## src/rtl/div_pkg.sv

```systemverilog
// Shared constants for the ALU-control / divider handshake: function codes,
// divider state encoding and the default operand width.
package div_pkg;

  localparam int DIV_WIDTH = 32;

  localparam logic [5:0] DIVU    = 6'b011011;
  localparam logic [5:0] MFHI    = 6'b010000;
  localparam logic [5:0] MFLO    = 6'b010010;
  localparam logic [5:0] HILO_WR = 6'b111111;

  typedef enum logic [1:0] {
    IDLE = 2'd0,
    RUN  = 2'd1,
    DONE = 2'd2
  } div_state_e;

endpackage

```

## src/rtl/hilo_reg.sv

```systemverilog
// HI/LO architectural register pair plus the MFHI/MFLO read mux feeding the
// datapath result bus.
module hilo_reg
  import div_pkg::*;
#(
  parameter int WIDTH = DIV_WIDTH
) (
  input  logic             clk,
  input  logic             rst_n,
  input  logic             i_we,
  input  logic [5:0]       i_ctrl,
  input  logic [WIDTH-1:0] i_hi,
  input  logic [WIDTH-1:0] i_lo,
  output logic [WIDTH-1:0] o_hi,
  output logic [WIDTH-1:0] o_lo,
  output logic [WIDTH-1:0] o_dout
);

  logic [WIDTH-1:0] r_hi;
  logic [WIDTH-1:0] r_lo;

  always_ff @(posedge clk or negedge rst_n) begin
    if (!rst_n) begin
      r_hi <= '0;
      r_lo <= '0;
    end else if (i_we) begin
      r_hi <= i_hi;
      r_lo <= i_lo;
    end
  end

  always_comb begin
    o_dout = '0;
    case (i_ctrl)
      MFHI:    o_dout = r_hi;
      MFLO:    o_dout = r_lo;
      default: o_dout = '0;
    endcase
  end

  assign o_hi = r_hi;
  assign o_lo = r_lo;

endmodule

```

## src/rtl/div_hilo_unit.sv

```systemverilog
// Sequential unsigned restoring divider feeding the HI/LO pair.
// Optional build macro DIV_ZERO_CHECK_EN adds the sticky dz flag and blocks commit on divide-by-zero.
module div_hilo_unit
  import div_pkg::*;
#(
  parameter int WIDTH = DIV_WIDTH
) (
  input  logic             clk,
  input  logic             rst_n,
  input  logic [5:0]       ctrl,
  input  logic [WIDTH-1:0] dataA,
  input  logic [WIDTH-1:0] dataB,
  output logic [WIDTH-1:0] dout,
  output logic [WIDTH-1:0] hi,
  output logic [WIDTH-1:0] lo,
  output logic             busy,
`ifdef DIV_ZERO_CHECK_EN
  output logic             dz,
`endif
  output logic [1:0]       state_dbg
);

  localparam int CW = $clog2(WIDTH + 1);

  div_state_e       r_state;
  logic [CW-1:0]    r_cnt;
  logic [WIDTH-1:0] r_rem;
  logic [WIDTH-1:0] r_quo;
  logic [WIDTH-1:0] r_dvs;
  logic             r_busy;

  // The shifted remainder keeps its carry bit so divisors above 2^(WIDTH-1)
  // still compare correctly.
  logic [WIDTH:0]   w_rem_sh;
  logic             w_ge;
  logic [WIDTH-1:0] w_sub;
  logic [WIDTH-1:0] w_rem_nxt;
  logic [WIDTH-1:0] w_quo_nxt;
  logic             w_hilo_we;

  assign w_rem_sh  = {r_rem, r_quo[WIDTH-1]};
  assign w_ge      = (w_rem_sh >= {1'b0, r_dvs});
  assign w_sub     = w_rem_sh[WIDTH-1:0] - r_dvs;
  assign w_rem_nxt = w_ge ? w_sub : w_rem_sh[WIDTH-1:0];
  assign w_quo_nxt = {r_quo[WIDTH-2:0], w_ge};

`ifdef DIV_ZERO_CHECK_EN
  logic r_dz;
  assign w_hilo_we = (r_state == DONE) && (ctrl == HILO_WR) && !r_dz;
  assign dz        = r_dz;

  always_ff @(posedge clk or negedge rst_n) begin
    if (!rst_n) begin
      r_dz <= 1'b0;
    end else if (r_state == IDLE && ctrl == DIVU) begin
      r_dz <= (dataB == '0);
    end
  end
`else
  assign w_hilo_we = (r_state == DONE) && (ctrl == HILO_WR);
`endif

  always_ff @(posedge clk or negedge rst_n) begin
    if (!rst_n) begin
      r_state <= IDLE;
      r_cnt   <= '0;
      r_rem   <= '0;
      r_quo   <= '0;
      r_dvs   <= '0;
      r_busy  <= 1'b0;
    end else begin
      case (r_state)
        IDLE: begin
          if (ctrl == DIVU) begin
            r_rem   <= '0;
            r_quo   <= dataA;
            r_dvs   <= dataB;
            r_cnt   <= '0;
            r_state <= RUN;
            r_busy  <= 1'b1;
          end
        end
        RUN: begin
          if (ctrl == DIVU) begin
            r_rem <= w_rem_nxt;
            r_quo <= w_quo_nxt;
            r_cnt <= r_cnt + 1'b1;
            if (r_cnt == CW'(WIDTH - 1)) begin
              r_state <= DONE;
              r_busy  <= 1'b0;
            end
          end else begin
            r_state <= IDLE;
            r_busy  <= 1'b0;
          end
        end
        DONE: begin
          // DIVU holds the result; any other code (commit or not) releases it.
          if (ctrl != DIVU) begin
            r_state <= IDLE;
          end
        end
        default: begin
          r_state <= IDLE;
          r_busy  <= 1'b0;
        end
      endcase
    end
  end

  hilo_reg #(.WIDTH(WIDTH)) u_hilo (
    .clk    (clk),
    .rst_n  (rst_n),
    .i_we   (w_hilo_we),
    .i_ctrl (ctrl),
    .i_hi   (r_rem),
    .i_lo   (r_quo),
    .o_hi   (hi),
    .o_lo   (lo),
    .o_dout (dout)
  );

  assign busy      = r_busy;
  assign state_dbg = r_state;

endmodule

```

## config.mk

```make
export PLATFORM = sky130hd
export DESIGN_NAME = div_hilo_unit
export DESIGN_NICKNAME = d
export VERILOG_FILES = /design/src/rtl/div_pkg.sv /design/src/rtl/hilo_reg.sv /design/src/rtl/div_hilo_unit.sv
export SDC_FILE = /design/constraint.sdc
export NUM_CORES = 1
export LEC_CHECK = 0
export BUFFER_PORTS_ARGS = -buffer_cell sky130_fd_sc_hd__buf_4
export CAP_MARGIN = 20
export CORE_MARGIN = 2
export CORE_UTILIZATION = 51
export CTS_CLUSTER_DIAMETER = 40
export DETAILED_ROUTE_END_ITERATION = 7
export GPL_TIMING_DRIVEN = 0
export PLACE_DENSITY = 0.76
export SETUP_SLACK_MARGIN = 0.5
export SYNTH_ARGS = -nofsm -noshare
export SYNTH_HDL_FRONTEND = slang
export SYNTH_HIERARCHICAL = 1
export SYNTH_SLANG_ARGS = --single-unit
```

## constraint.sdc

```tcl
create_clock -name clk -period 2.8 [get_ports clk]
set_input_delay 0.28 -clock clk [delete_from_list [all_inputs] [get_ports clk]]
set_output_delay 0.28 -clock clk [all_outputs]
set_load 0.05 [all_outputs]
```

### Yosys cells after proc, flatten, opt, wreduce, memory -nomap -nowiden

Index checks and enable logic that the tools add are counted.

* add/sub/neg operators: 2
* multiply operators: 0
* div/mod/pow operators: 0
* magnitude comparators: 1
* eq/ne operators: 12
* shift operators: 0
* multiplexer cells: 20
* bitwise gates (word level): 1
* reductions and logical operators: 7

Operator list (number)
* $pmux W32 S2: 3
* $mux W32: 5
* $ge A33 B32 Y1: 1
* $sub A32 B32 Y32: 1
* $eq A6 B5 Y1 const B: 4
* $mux W6: 2
* $pmux W6 S2: 1
* $reduce_and A3 Y1: 3
* $mux W2: 4
* $add A6 B1 Y6 const B: 1
* $eq A6 B6 Y1 const B: 1
* $ne A6 B5 Y1 const B: 1
* $pmux W2 S3: 1
* $ne A2 B2 Y1 const B: 2
* $mux W1: 3
* $ne A3 B3 Y1 const B: 1
* $pmux W1 S3: 1
* $eq A2 B1 Y1 const B: 1
* $eq A2 B2 Y1 const B: 1
* $logic_not A2 Y1: 1
* $ne A2 B1 Y1 const B: 1
* $reduce_and A2 Y1: 1
* $reduce_bool A2 Y1: 1
* $logic_and A1 B1 Y1: 1
* $not A1 Y1: 1

* register bits: 169
* bits in latches: 0
* memory bits (writable): 0
* ROM bits: 0
* memories: 0

### Longest topological paths before layout

Gate-level depths: netlist (run 1).

* depth in word-level cells: 4
* depth in mapped cells: 14

### Hierarchy

Netlist (run 1), hierarchy kept.

By module, submodules not included
* div_hilo_unit: instances 1, cells an instance 732, area an instance 6463.7 um^2, sequential area each 2627.5 um^2
* hilo_reg: instances 1, cells an instance 211, area an instance 3098.0 um^2, sequential area each 1601.5 um^2

### Least setup slack after synthesis (run 1)

Ideal clock, no wire load.

* path type: reg2reg
* start point: reg r_quo[31]
* end point: reg r_rem[26]
* setup time: 0.130 ns
* data arrival time: 2.554 ns
* required time: 2.670 ns
* slack: 0.116 ns
* stages on the path, launching flop included: 13
* period minus slack after synthesis: 2.684 ns
* cells stage by stage: dfrtp_1 inv_1 ha_1 fa_1 and2b_1 o2111ai_1 a2111oi_2 o31ai_1 a21oi_1 a31oi_1 o21ai_1 xnor2_1 o221ai_2

* cells in the longest elaborated chain, start to end: 4

RTL lines
* start: declaration: RTL line div_hilo_unit.sv:28 `logic [WIDTH-1:0] r_quo;`
* start signal: assignment: RTL line div_hilo_unit.sv:76 `r_quo <= dataA;`
* start signal: assignment: RTL line div_hilo_unit.sv:86 `r_quo <= w_quo_nxt;`
* $sub A32 B32 Y32 / $ge A33 B32 Y1 (equally long branches): RTL line div_hilo_unit.sv:43, div_hilo_unit.sv:42
* $mux W32 *: RTL line div_hilo_unit.sv:44 `assign w_rem_nxt = w_ge ? w_sub : w_rem_sh[WIDTH-1:0];`
* $mux W32 *: RTL line div_hilo_unit.sv:84 `if (ctrl == DIVU) begin`
* $pmux W32 S2 *: RTL line div_hilo_unit.sv:72 `case (r_state)`
* end signal: assignment: RTL line div_hilo_unit.sv:85 `r_rem <= w_rem_nxt;`
* end: declaration: RTL line div_hilo_unit.sv:27 `logic [WIDTH-1:0] r_rem;`

Every way passes the cells marked *; elsewhere a longest branch is shown, timed or not. The select of a mux whose other input is x is not followed.
A chain may end at the register's enable or synchronous reset.

### Worst setup path after layout (run 1)

* start point: reg r_dvs[0]
* end point: reg r_rem[22]

* cells in the longest elaborated chain, start to end: 4

RTL lines
* start: declaration: RTL line div_hilo_unit.sv:29 `logic [WIDTH-1:0] r_dvs;`
* start signal: assignment: RTL line div_hilo_unit.sv:77 `r_dvs <= dataB;`
* $sub A32 B32 Y32 / $ge A33 B32 Y1 (equally long branches): RTL line div_hilo_unit.sv:43, div_hilo_unit.sv:42
* $mux W32 *: RTL line div_hilo_unit.sv:44
* $mux W32 *: RTL line div_hilo_unit.sv:84
* $pmux W32 S2 *: RTL line div_hilo_unit.sv:72

Marked as above.

==> impl_metrics.xml, run 1 <==
<?xml version="1.0" encoding="UTF-8"?>
<metrics>
  <group name="logic_synthesis">
    <metric name="synth.yosys.seq_area_share" unit="%">44.2</metric>
    <metric name="synthCells" unit="">943</metric>
    <metric name="yosysWarningCount" unit="">6</metric>
    <metric name="netlist_area" unit="mm2">0.00956</metric>
    <metric name="synth_ff_type" unit="">sky130_fd_sc_hd__dfrtp_1</metric>
    <metric name="synth.lib_cells_used.distinct" unit="">65</metric>
    <metric name="synth_seq_cells" unit="">169</metric>
    <metric name="synth-edff-count" unit="">0</metric>
    <metric name="synth.net_count" unit="">1049</metric>
    <metric name="synthesis.area_per_instance" unit="um2">10.1</metric>
    <metric name="postSynth.asyncResetShare" unit="%">100</metric>
  </group>
  <group name="setup_path">
    <metric name="r2r_setup_slack" unit="ns">-0.02</metric>
    <metric name="reg2regPathDepth" unit="">10</metric>
    <metric name="critical_path.startpoint_type" unit="">register</metric>
    <metric name="crit_fanout" unit="">2</metric>
    <metric name="timing.setup.critical_path_class" unit="">reg2reg</metric>
    <metric name="worstSetupEndpointType" unit="">register</metric>
    <metric name="regToRegStartpoint" unit="">r_dvs[0]</metric>
    <metric name="timing.critical_path.arrival" unit="ns">3.12</metric>
    <metric name="crit-reg2reg-capture" unit="">r_rem[22]</metric>
    <metric name="cp.required" unit="ns">3.09</metric>
  </group>
  <group name="sta">
    <metric name="worst_clock_skew" unit="ns">0.0105</metric>
    <metric name="final.setup.worst_slack" unit="ns">-0.0242</metric>
    <metric name="achievable-frequency" unit="GHz">0.354</metric>
    <metric name="post-route-min-period" unit="ns">2.82</metric>
    <metric name="finalSetupViolCount" unit="">2</metric>
    <metric name="count_of_final_max_slew_check_failures" unit="">0</metric>
    <metric name="rsz0062_at_grt" unit="">yes</metric>
    <metric name="timing.slew.headroom" unit="%">49.3</metric>
    <metric name="timing.final.crit_share" unit="%">101</metric>
    <metric name="worst_slew_pin_slew" unit="ns">0.761</metric>
    <metric name="final_hold_viol_count" unit="">0</metric>
  </group>
  <group name="clock_tree">
    <metric name="insertion_delay" unit="ns">0.44</metric>
    <metric name="htreeDepth" unit="">4</metric>
    <metric name="cts_tree" unit="">built</metric>
    <metric name="number_of_buffers_added_by_the_clock_tree_synthesis_step" unit="">17</metric>
    <metric name="numClockSinks" unit="">169</metric>
    <metric name="cts.path.max_buffers" unit="">2</metric>
    <metric name="worst_setup_hold_path_clk_slew" unit="ns">0.07</metric>
    <metric name="cts-root-buf" unit="">sky130_fd_sc_hd__clkbuf_16</metric>
  </group>
  <group name="floorplan">
    <metric name="chipHeight" unit="um">141</metric>
    <metric name="die_outline_area" unit="mm2">0.0199</metric>
    <metric name="initial_core_util" unit="%">51.5</metric>
    <metric name="core" unit="mm2">0.0186</metric>
    <metric name="dieWidth" unit="um">141</metric>
    <metric name="io_pins" unit="">171</metric>
    <metric name="floorplan.rows" unit="">50</metric>
  </group>
  <group name="power_and_ir_drop">
    <metric name="share_clk_of_total_power" unit="%">38.3</metric>
    <metric name="internal_power" unit="mW">4.59</metric>
    <metric name="share_seq_of_total_power" unit="%">42.5</metric>
    <metric name="netSwitchingFraction" unit="%">29.0</metric>
    <metric name="cellPowerDensity" unit="mW/mm2">503</metric>
    <metric name="power.share.combinational" unit="%">19.2</metric>
    <metric name="static-leakage-power" unit="nW">5.93</metric>
    <metric name="power_switching" unit="mW">1.88</metric>
    <metric name="worst_ir_drop_vdd" unit="uV">484</metric>
  </group>
  <group name="drt">
    <metric name="detail_route.drc_violations" unit="">0</metric>
    <metric name="viasPerCell" unit="">5.80</metric>
    <metric name="dr.first_iter.drc_count" unit="">643</metric>
    <metric name="drt_pass1_iterations" unit="">5</metric>
    <metric name="via_count" unit="">8270</metric>
    <metric name="wirelength" unit="um">27700</metric>
    <metric name="routedWlPerCell" unit="um">19.4</metric>
    <metric name="antenna_violating_nets_post_route" unit="">0</metric>
  </group>
  <group name="placement">
    <metric name="io_buffer_count" unit="">170</metric>
    <metric name="hpwl" unit="um">19100</metric>
    <metric name="worst_setup_slack_after_placement" unit="ns">-0.181</metric>
    <metric name="numPlacedInstances" unit="">1348</metric>
    <metric name="total_cell_area_at_the_placement_stage" unit="mm2">0.0113</metric>
    <metric name="routability_congestion_estimate_from_global_placement" unit="">0.905</metric>
  </group>
  <group name="final_layout">
    <metric name="drive_gt1_share" unit="%">39.9</metric>
    <metric name="fin_nets" unit="">1286</metric>
    <metric name="final_cell_count_no_fill" unit="">1427</metric>
    <metric name="antenna-diode-count" unit="">0</metric>
    <metric name="finalInstanceArea" unit="mm2">0.0129</metric>
    <metric name="area_delta_synth_final" unit="%">34.5</metric>
  </group>
  <group name="hold_path">
    <metric name="min_path_type" unit="">in2reg</metric>
    <metric name="hold_path_end" unit="">r_dvs[14]</metric>
    <metric name="worstHoldPathCells" unit="">3</metric>
    <metric name="timing.hold.worst.start" unit="">dataB[14]</metric>
  </group>
  <group name="global_routing">
    <metric name="grt_max_degree" unit="">91</metric>
    <metric name="grt_antenna_before_repair" unit="">0</metric>
    <metric name="grt_pass1_vias" unit="">7892</metric>
    <metric name="grt_use_total" unit="%">27.1</metric>
    <metric name="grt_first_pass_wirelength" unit="um">42100</metric>
    <metric name="globalRouteOverflowTotal" unit="">0</metric>
  </group>
  <group name="job">
    <metric name="timing.max_cap.violations" unit="">0</metric>
  </group>
  <group name="run_status">
    <metric name="violations_in_the_final_reports" unit="">setup timing</metric>
    <metric name="status" unit="">complete, but fails checks</metric>
  </group>
</metrics>
==> state kept, by name, summed over array words and instances (netlist names) <==
signal       count
u_hilo/o_lo     32
r_cnt            6
r_rem           32
u_hilo/o_hi     32
r_dvs           32
state_dbg        2
r_quo           32
busy             1
==> cells by family (layout without fill, tap and decap cells) <==
family / count (synthesis) / in the layout / synth area share [%]
simple gates: 245 / 245 / 13.2
compound gates: 217 / 217 / 13.8
flops: 169 / 169 / 44.2
mux: 152 / 152 / 16.8
buf+inv: 101 / 351 / 5.16
fa+ha+maj: 34 / 34 / 4.53
xor+xnor: 25 / 25 / 2.29
==> power by group through the flow <==
stage               clock (mW)  combinational (mW)  sequential, mW
global placement             0               0.988            2.78
floorplan                    0               0.694            2.77
global route              2.59                1.37            2.77
CTS                       2.51                1.10            2.74
detailed placement           0                1.02            2.79
finish                    2.48                1.24            2.74
==> worst max path at each step <==
| stage | slack [ns] | to | start |
|---|---|---|---|
| 2_1_floorplan | 0.22 | r_rem[26] | r_quo[31] |
| 3_3_place_gp | -0.18 | r_rem[26] | r_quo[31] |
| 3_5_place_dp | -0.18 | r_rem[26] | r_quo[31] |
| 4_1_cts | 0.06 | r_rem[26] | r_dvs[0] |
| 5_1_grt | -0.13 | r_rem[26] | r_dvs[0] |
| 6_report | -0.02 | r_rem[22] | r_dvs[0] |
==> critical path, stage by stage (launching register included) <==
cell and delay, ns:
sky130_fd_sc_hd__dfrtp_1 0.44, sky130_fd_sc_hd__ha_4 0.19, sky130_fd_sc_hd__fa_2 0.35, sky130_fd_sc_hd__and2b_2 0.26
sky130_fd_sc_hd__o2111ai_4 0.13, sky130_fd_sc_hd__a2111oi_4 0.36, sky130_fd_sc_hd__o31ai_2 0.11, sky130_fd_sc_hd__a21oi_2 0.21
sky130_fd_sc_hd__a31oi_2 0.15, sky130_fd_sc_hd__xor2_1 0.29, sky130_fd_sc_hd__o221ai_1 0.18
==> Yosys cell counts (5+ instances only) <==
cell type	instances	area, um2
sky130_fd_sc_hd__dfrtp_1	169	4230
sky130_fd_sc_hd__and3_1	5	31.3
sky130_fd_sc_hd__a32oi_1	6	52.6
sky130_fd_sc_hd__o21a_1	5	37.5
sky130_fd_sc_hd__buf_2	16	80.1
sky130_fd_sc_hd__a31oi_1	6	37.5
sky130_fd_sc_hd__o21ai_0	97	485
sky130_fd_sc_hd__mux2i_1	87	871
sky130_fd_sc_hd__clkbuf_1	31	116
sky130_fd_sc_hd__xnor2_1	9	78.8
sky130_fd_sc_hd__nand2b_1	7	43.8
sky130_fd_sc_hd__nor3_2	30	300
sky130_fd_sc_hd__o21ai_1	19	95.1
sky130_fd_sc_hd__nand2_1	129	484
sky130_fd_sc_hd__ha_1	33	413
sky130_fd_sc_hd__o31ai_1	5	37.5
sky130_fd_sc_hd__inv_1	40	150
sky130_fd_sc_hd__nor2b_1	11	68.8
sky130_fd_sc_hd__a21oi_1	34	170
sky130_fd_sc_hd__nand3_1	9	45.0
sky130_fd_sc_hd__a21o_1	14	105
sky130_fd_sc_hd__nor2_1	18	67.6
sky130_fd_sc_hd__o221ai_1	5	43.8
sky130_fd_sc_hd__xor2_1	16	140
sky130_fd_sc_hd__buf_1	5	18.8
sky130_fd_sc_hd__nor3_1	11	55.1
sky130_fd_sc_hd__nand4_1	10	62.6
sky130_fd_sc_hd__mux2_2	65	732
==> what timing repair did <==
action,4_1_cts,5_1_grt
buffers inserted,31,11
gates resized for setup,68,67
gates cloned,4,0
endpoints found under the hold margin,79,0
hold buffers,1,0
pin swaps,23,38
setup endpoints to repair,65,43
==> per-layer routing <==
metal / up-vias / GRT usage, % / part of all wire [%]
met5: - / 0 / 0
met4: 0 / 9.63 / 2.4
met3: 53 / 4.76 / 6.9
met2: 350 / 43.6 / 48
met1: 4044 / 37.0 / 43
li1: 3823 / - / -
==> placed cells by master, fill, tap and decap left out, drive strengths merged, types with 10 or more instances in the layout <==
cell type  count
a21o          14
xor2          16
nand4         10
dfrtp        169
nor2b         11
nor3          41
a21oi         34
inv           44
nor2          19
mux2i         87
clkbuf        47
buf          249
o21ai        118
ha            33
nand2        129
mux2          65
==> area by class of cell <==
type                            instances  area (um2)
Fill cell                            1324        5720
Multi-Input combinational cell        673        5410
Sequential cell                       169        4240
Timing Repair Buffer                  218        1740
Clock buffer                           18         429
Buffer                                 61         395
Tap cell                              234         293
Clock inverter                         14         190
Inverter                               40         150
==> through the flow <==
| stage | power, mW | setup TNS [ns] | utilization (%) | hold WS [ns] |
|---|---|---|---|---|
| 2_1_floorplan | 3.46 | 0 | - | -0.0156 |
| 3_3_place_gp | 3.76 | -1.48 | 60.6 | 0.466 |
| 3_5_place_dp | 3.81 | -1.55 | 60.7 | 0.300 |
| 4_1_cts | 6.35 | 0 | 67.0 | 0.0324 |
| 5_1_grt | 6.73 | -0.488 | 69.2 | 0.0467 |
| 6_report | 6.46 | -0.0291 | 69.2 | 0.0435 |
(Power assumes the default switching activity.)
==> inputs of run 2 (changes only) <==
- ABC_AREA: unset -> 1
- CORE_UTILIZATION: 51 -> 52
==> impl_metrics.xml, run 2 <==
<?xml version="1.0" encoding="UTF-8"?>
<metrics>
  <group name="setup_path">
    <metric name="path_cells" unit="">ha_4, nand2_1, nor2_1, nand2_1, inv_1, nand2_1, nand2_2, nand3_4, nand2_4, buf_6, nand2_1, nand3_1, nand2_1</metric>
    <metric name="critical-path-top-cell-by-count" unit="">sky130_fd_sc_hd__nand2_1</metric>
    <metric name="path_depth" unit="">13</metric>
    <metric name="cpLargestDelayFamily" unit="">simple AND/OR/NAND/NOR gates</metric>
    <metric name="timing.critical_path.arrival" unit="ns">2.53</metric>
    <metric name="reg2regPathDepth" unit="">13</metric>
    <metric name="cp_num_buf_inv" unit="">2</metric>
    <metric name="worstSetupEndpointType" unit="">register</metric>
    <metric name="timing.setup.critical_path_class" unit="">reg2reg</metric>
    <metric name="slowest_delay" unit="ns">0.48</metric>
    <metric name="regToRegStartpoint" unit="">r_rem[15]</metric>
    <metric name="r2r_setup_slack" unit="ns">0.59</metric>
    <metric name="cp.required" unit="ns">3.13</metric>
    <metric name="crit_fanout" unit="">10</metric>
    <metric name="timing.critical_path.slowest_stage_cell" unit="">sky130_fd_sc_hd__dfrtp_1</metric>
    <metric name="critical_path.startpoint_type" unit="">register</metric>
    <metric name="crit-reg2reg-capture" unit="">r_rem[24]</metric>
  </group>
  <group name="logic_synthesis">
    <metric name="postSynth.asyncResetShare" unit="%">100</metric>
    <metric name="synth_seq_cells" unit="">169</metric>
    <metric name="synth.yosys.seq_area_share" unit="%">39.0</metric>
    <metric name="synthCells" unit="">1427</metric>
    <metric name="yosysWarningCount" unit="">6</metric>
    <metric name="synth_ff_type" unit="">sky130_fd_sc_hd__dfrtp_1</metric>
    <metric name="synth.largest_area_cell" unit="">sky130_fd_sc_hd__dfrtp_1</metric>
    <metric name="synth-edff-count" unit="">0</metric>
    <metric name="synth_top_cells_by_area" unit="">sky130_fd_sc_hd__dfrtp_1 39%, sky130_fd_sc_hd__nand2_1 17%, sky130_fd_sc_hd__mux2_4 8.3%, sky130_fd_sc_hd__inv_1 7.7%, sky130_fd_sc_hd__nand3_1 5.6%</metric>
    <metric name="netlist_area" unit="mm2">0.0109</metric>
    <metric name="synth_top_area_share" unit="%">39.0</metric>
    <metric name="synth.lib_cells_used.distinct" unit="">41</metric>
    <metric name="synth.most_common_cell" unit="">sky130_fd_sc_hd__nand2_1</metric>
    <metric name="synth.net_count" unit="">1533</metric>
    <metric name="synthesis.area_per_instance" unit="um2">7.61</metric>
    <metric name="synth.cells.most_frequent" unit="">489 x sky130_fd_sc_hd__nand2_1, 224 x sky130_fd_sc_hd__inv_1, 169 x sky130_fd_sc_hd__dfrtp_1, 121 x sky130_fd_sc_hd__nand3_1, 97 x sky130_fd_sc_hd__o21ai_0</metric>
  </group>
  <group name="power_and_ir_drop">
    <metric name="worst_ir_drop_vdd" unit="uV">405</metric>
    <metric name="power.share.combinational" unit="%">20.0</metric>
    <metric name="cellPowerDensity" unit="mW/mm2">472</metric>
    <metric name="netSwitchingFraction" unit="%">31.2</metric>
    <metric name="static-leakage-power" unit="nW">7.36</metric>
    <metric name="share_clk_of_total_power" unit="%">36.6</metric>
    <metric name="share_seq_of_total_power" unit="%">43.3</metric>
    <metric name="power_switching" unit="mW">2.00</metric>
    <metric name="internal_power" unit="mW">4.39</metric>
  </group>
  <group name="global_routing">
    <metric name="grt_first_pass_wirelength" unit="um">46700</metric>
    <metric name="globalRouteOverflowTotal" unit="">0</metric>
    <metric name="grt_antenna_before_repair" unit="">0</metric>
    <metric name="grt_use_total" unit="%">26.8</metric>
    <metric name="grt_max_degree" unit="">112</metric>
    <metric name="grt_pass1_vias" unit="">9234</metric>
  </group>
  <group name="floorplan">
    <metric name="core" unit="mm2">0.0204</metric>
    <metric name="io_pins" unit="">171</metric>
    <metric name="die_outline_area" unit="mm2">0.0220</metric>
    <metric name="chipHeight" unit="um">148</metric>
    <metric name="floorplan.rows" unit="">52</metric>
    <metric name="initial_core_util" unit="%">53.3</metric>
    <metric name="dieWidth" unit="um">148</metric>
  </group>
  <group name="drt">
    <metric name="dr.first_iter.drc_count" unit="">699</metric>
    <metric name="wirelength" unit="um">29800</metric>
    <metric name="routedWlPerCell" unit="um">15.6</metric>
    <metric name="antenna_violating_nets_post_route" unit="">0</metric>
    <metric name="detail_route.drc_violations" unit="">0</metric>
    <metric name="viasPerCell" unit="">5.20</metric>
    <metric name="via_count" unit="">9892</metric>
    <metric name="drt_pass1_iterations" unit="">7</metric>
  </group>
  <group name="hold_path">
    <metric name="min_path_type" unit="">in2reg</metric>
    <metric name="hold_path_end" unit="">r_dvs[4]</metric>
    <metric name="worstHoldPathCells" unit="">3</metric>
    <metric name="timing.hold.worst.start" unit="">dataB[4]</metric>
  </group>
  <group name="final_layout">
    <metric name="layout_commonest_cell" unit="">sky130_fd_sc_hd__nand2_1</metric>
    <metric name="finish.utilization" unit="%">66.4</metric>
    <metric name="antenna-diode-count" unit="">0</metric>
    <metric name="area_delta_synth_final" unit="%">24.6</metric>
    <metric name="drive_gt1_share" unit="%">23.9</metric>
    <metric name="fin_nets" unit="">1727</metric>
    <metric name="most-common-layout-cells" unit="">483 x sky130_fd_sc_hd__nand2_1, 223 x sky130_fd_sc_hd__inv_1, 178 x sky130_fd_sc_hd__buf_4</metric>
  </group>
  <group name="sta">
    <metric name="achievable-frequency" unit="GHz">0.453</metric>
    <metric name="final_hold_viol_count" unit="">0</metric>
    <metric name="timing.slew.headroom" unit="%">61.5</metric>
    <metric name="post-route-min-period" unit="ns">2.21</metric>
    <metric name="worst_slew_pin_slew" unit="ns">0.578</metric>
    <metric name="rsz0062_at_grt" unit="">no</metric>
    <metric name="worst_clock_skew" unit="ns">0.0105</metric>
    <metric name="count_of_final_max_slew_check_failures" unit="">0</metric>
    <metric name="setup_total_negative_slack" unit="ns">0</metric>
    <metric name="timing.final.crit_share" unit="%">78.8</metric>
    <metric name="finalSetupViolCount" unit="">0</metric>
  </group>
  <group name="clock_tree">
    <metric name="cts.path.max_buffers" unit="">2</metric>
    <metric name="htreeDepth" unit="">4</metric>
    <metric name="insertion_delay" unit="ns">0.44</metric>
    <metric name="cts_tree" unit="">built</metric>
    <metric name="worst_setup_hold_path_clk_slew" unit="ns">0.07</metric>
    <metric name="number_of_buffers_added_by_the_clock_tree_synthesis_step" unit="">17</metric>
    <metric name="cts-root-buf" unit="">sky130_fd_sc_hd__clkbuf_16</metric>
    <metric name="numClockSinks" unit="">169</metric>
  </group>
  <group name="placement">
    <metric name="io_buffer_count" unit="">170</metric>
    <metric name="hpwl" unit="um">23000</metric>
    <metric name="routability_congestion_estimate_from_global_placement" unit="">0.937</metric>
  </group>
  <group name="run_status">
    <metric name="status" unit="">finished clean</metric>
  </group>
  <group name="job">
    <metric name="timing.max_cap.violations" unit="">0</metric>
  </group>
</metrics>
==> run 2: cell count changes after synthesis, moves of 18 or more <==
cell / delta
sky130_fd_sc_hd__nand2_1: +360
sky130_fd_sc_hd__inv_1: +184
sky130_fd_sc_hd__nand3_1: +112
sky130_fd_sc_hd__mux2i_1: -87
sky130_fd_sc_hd__mux2_2: -61
sky130_fd_sc_hd__mux2_4: +60
sky130_fd_sc_hd__nor3_2: -29
sky130_fd_sc_hd__nand4_1: +27
sky130_fd_sc_hd__nor2_1: +24
sky130_fd_sc_hd__o21ai_1: -18
==> run 2: cell families after synthesis <==
logic type	after synthesis	synth area share, %
compound gates	130	6.26
xor+xnor	15	1.21
fa+ha+maj	34	3.99
buf+inv	285	12.1
flops	169	39.0
mux	64	8.72
simple gates	730	28.8
==> run 2: what timing repair did <==
item,CTS,global route
setup endpoints to repair,30,34
endpoints found under the hold margin,58,0
hold buffers,1,0
pin swaps,0,3
resized for setup,6,65
setup buffers,1,2
==> run 2: per-stage QoR <==
stage / area [um2] / setup WS, ns / instances / power [mW] / hold WS, ns
final: 13500 / 0.593 / 1904 / 6.39 / 0.0404
after global routing: 13500 / 0.452 / 1904 / 6.70 / 0.0451
after CTS: 13100 / 0.512 / 1902 / 6.25 / 0.0346
after detailed placement: 12500 / 0.443 / 1868 / 3.91 / 0.236
after global placement: 12500 / 0.486 / 1867 / 3.87 / 0.460
after floorplan: 10900 / 0.827 / 1427 / 3.52 / -0.0156
==> run 2: how the worst max path moves through the flow <==
| stage | start | endpoint | slack, ns |
|---|---|---|---|
| 2_1_floorplan | state_dbg[1] | u_hilo/o_hi[0] | 0.83 |
| 3_3_place_gp | r_quo[31] | r_rem[28] | 0.49 |
| 3_5_place_dp | r_quo[31] | r_rem[28] | 0.44 |
| 4_1_cts | r_rem[22] | r_rem[0] | 0.51 |
| 5_1_grt | r_rem[15] | r_rem[27] | 0.45 |
| 6_report | r_rem[15] | r_rem[24] | 0.59 |
==> run 2: layout make-up <==
| class | instances | area (um2) |
|---|---|---|
| sequential | 169 | 4250 |
| buffer | 56 | 459 |
| tap | 270 | 338 |
| multi-input combinational | 973 | 5690 |
| timing repair buffer | 175 | 1340 |
| inverter | 229 | 860 |
| clock buffer | 18 | 439 |
| clock inverter | 14 | 149 |
| fill | 1706 | 6840 |
==> run 2: worst min-delay path: cells and delay by family <==
| kind | cells | cell delay [ns] |
|---|---|---|
| buf+inv | 1 | 0.07 |
| compound gates | 1 | 0.05 |
| simple gates | 1 | 0.04 |
==> run 2: per-layer routing <==
| layer | up-vias | track usage (%) | wire (um) |
|---|---|---|---|
| li1 | 4893 | - | - |
| met1 | 4603 | 35.7 | 12900 |
| met2 | 333 | 44.8 | 14100 |
| met3 | 63 | 3.59 | 1780 |
| met4 | 0 | 10.4 | 1000 |
| met5 | - | 0 | 0 |
==> run 2: power groups by stage <==
stage	Sequential (mW)	Clock, mW	Combinational (mW)
2_1_floorplan	2.80	0	0.724
3_3_place_gp	2.80	0	1.06
3_5_place_dp	2.82	0	1.10
4_1_cts	2.77	2.36	1.12
5_1_grt	2.79	2.49	1.42
6_report	2.77	2.34	1.28
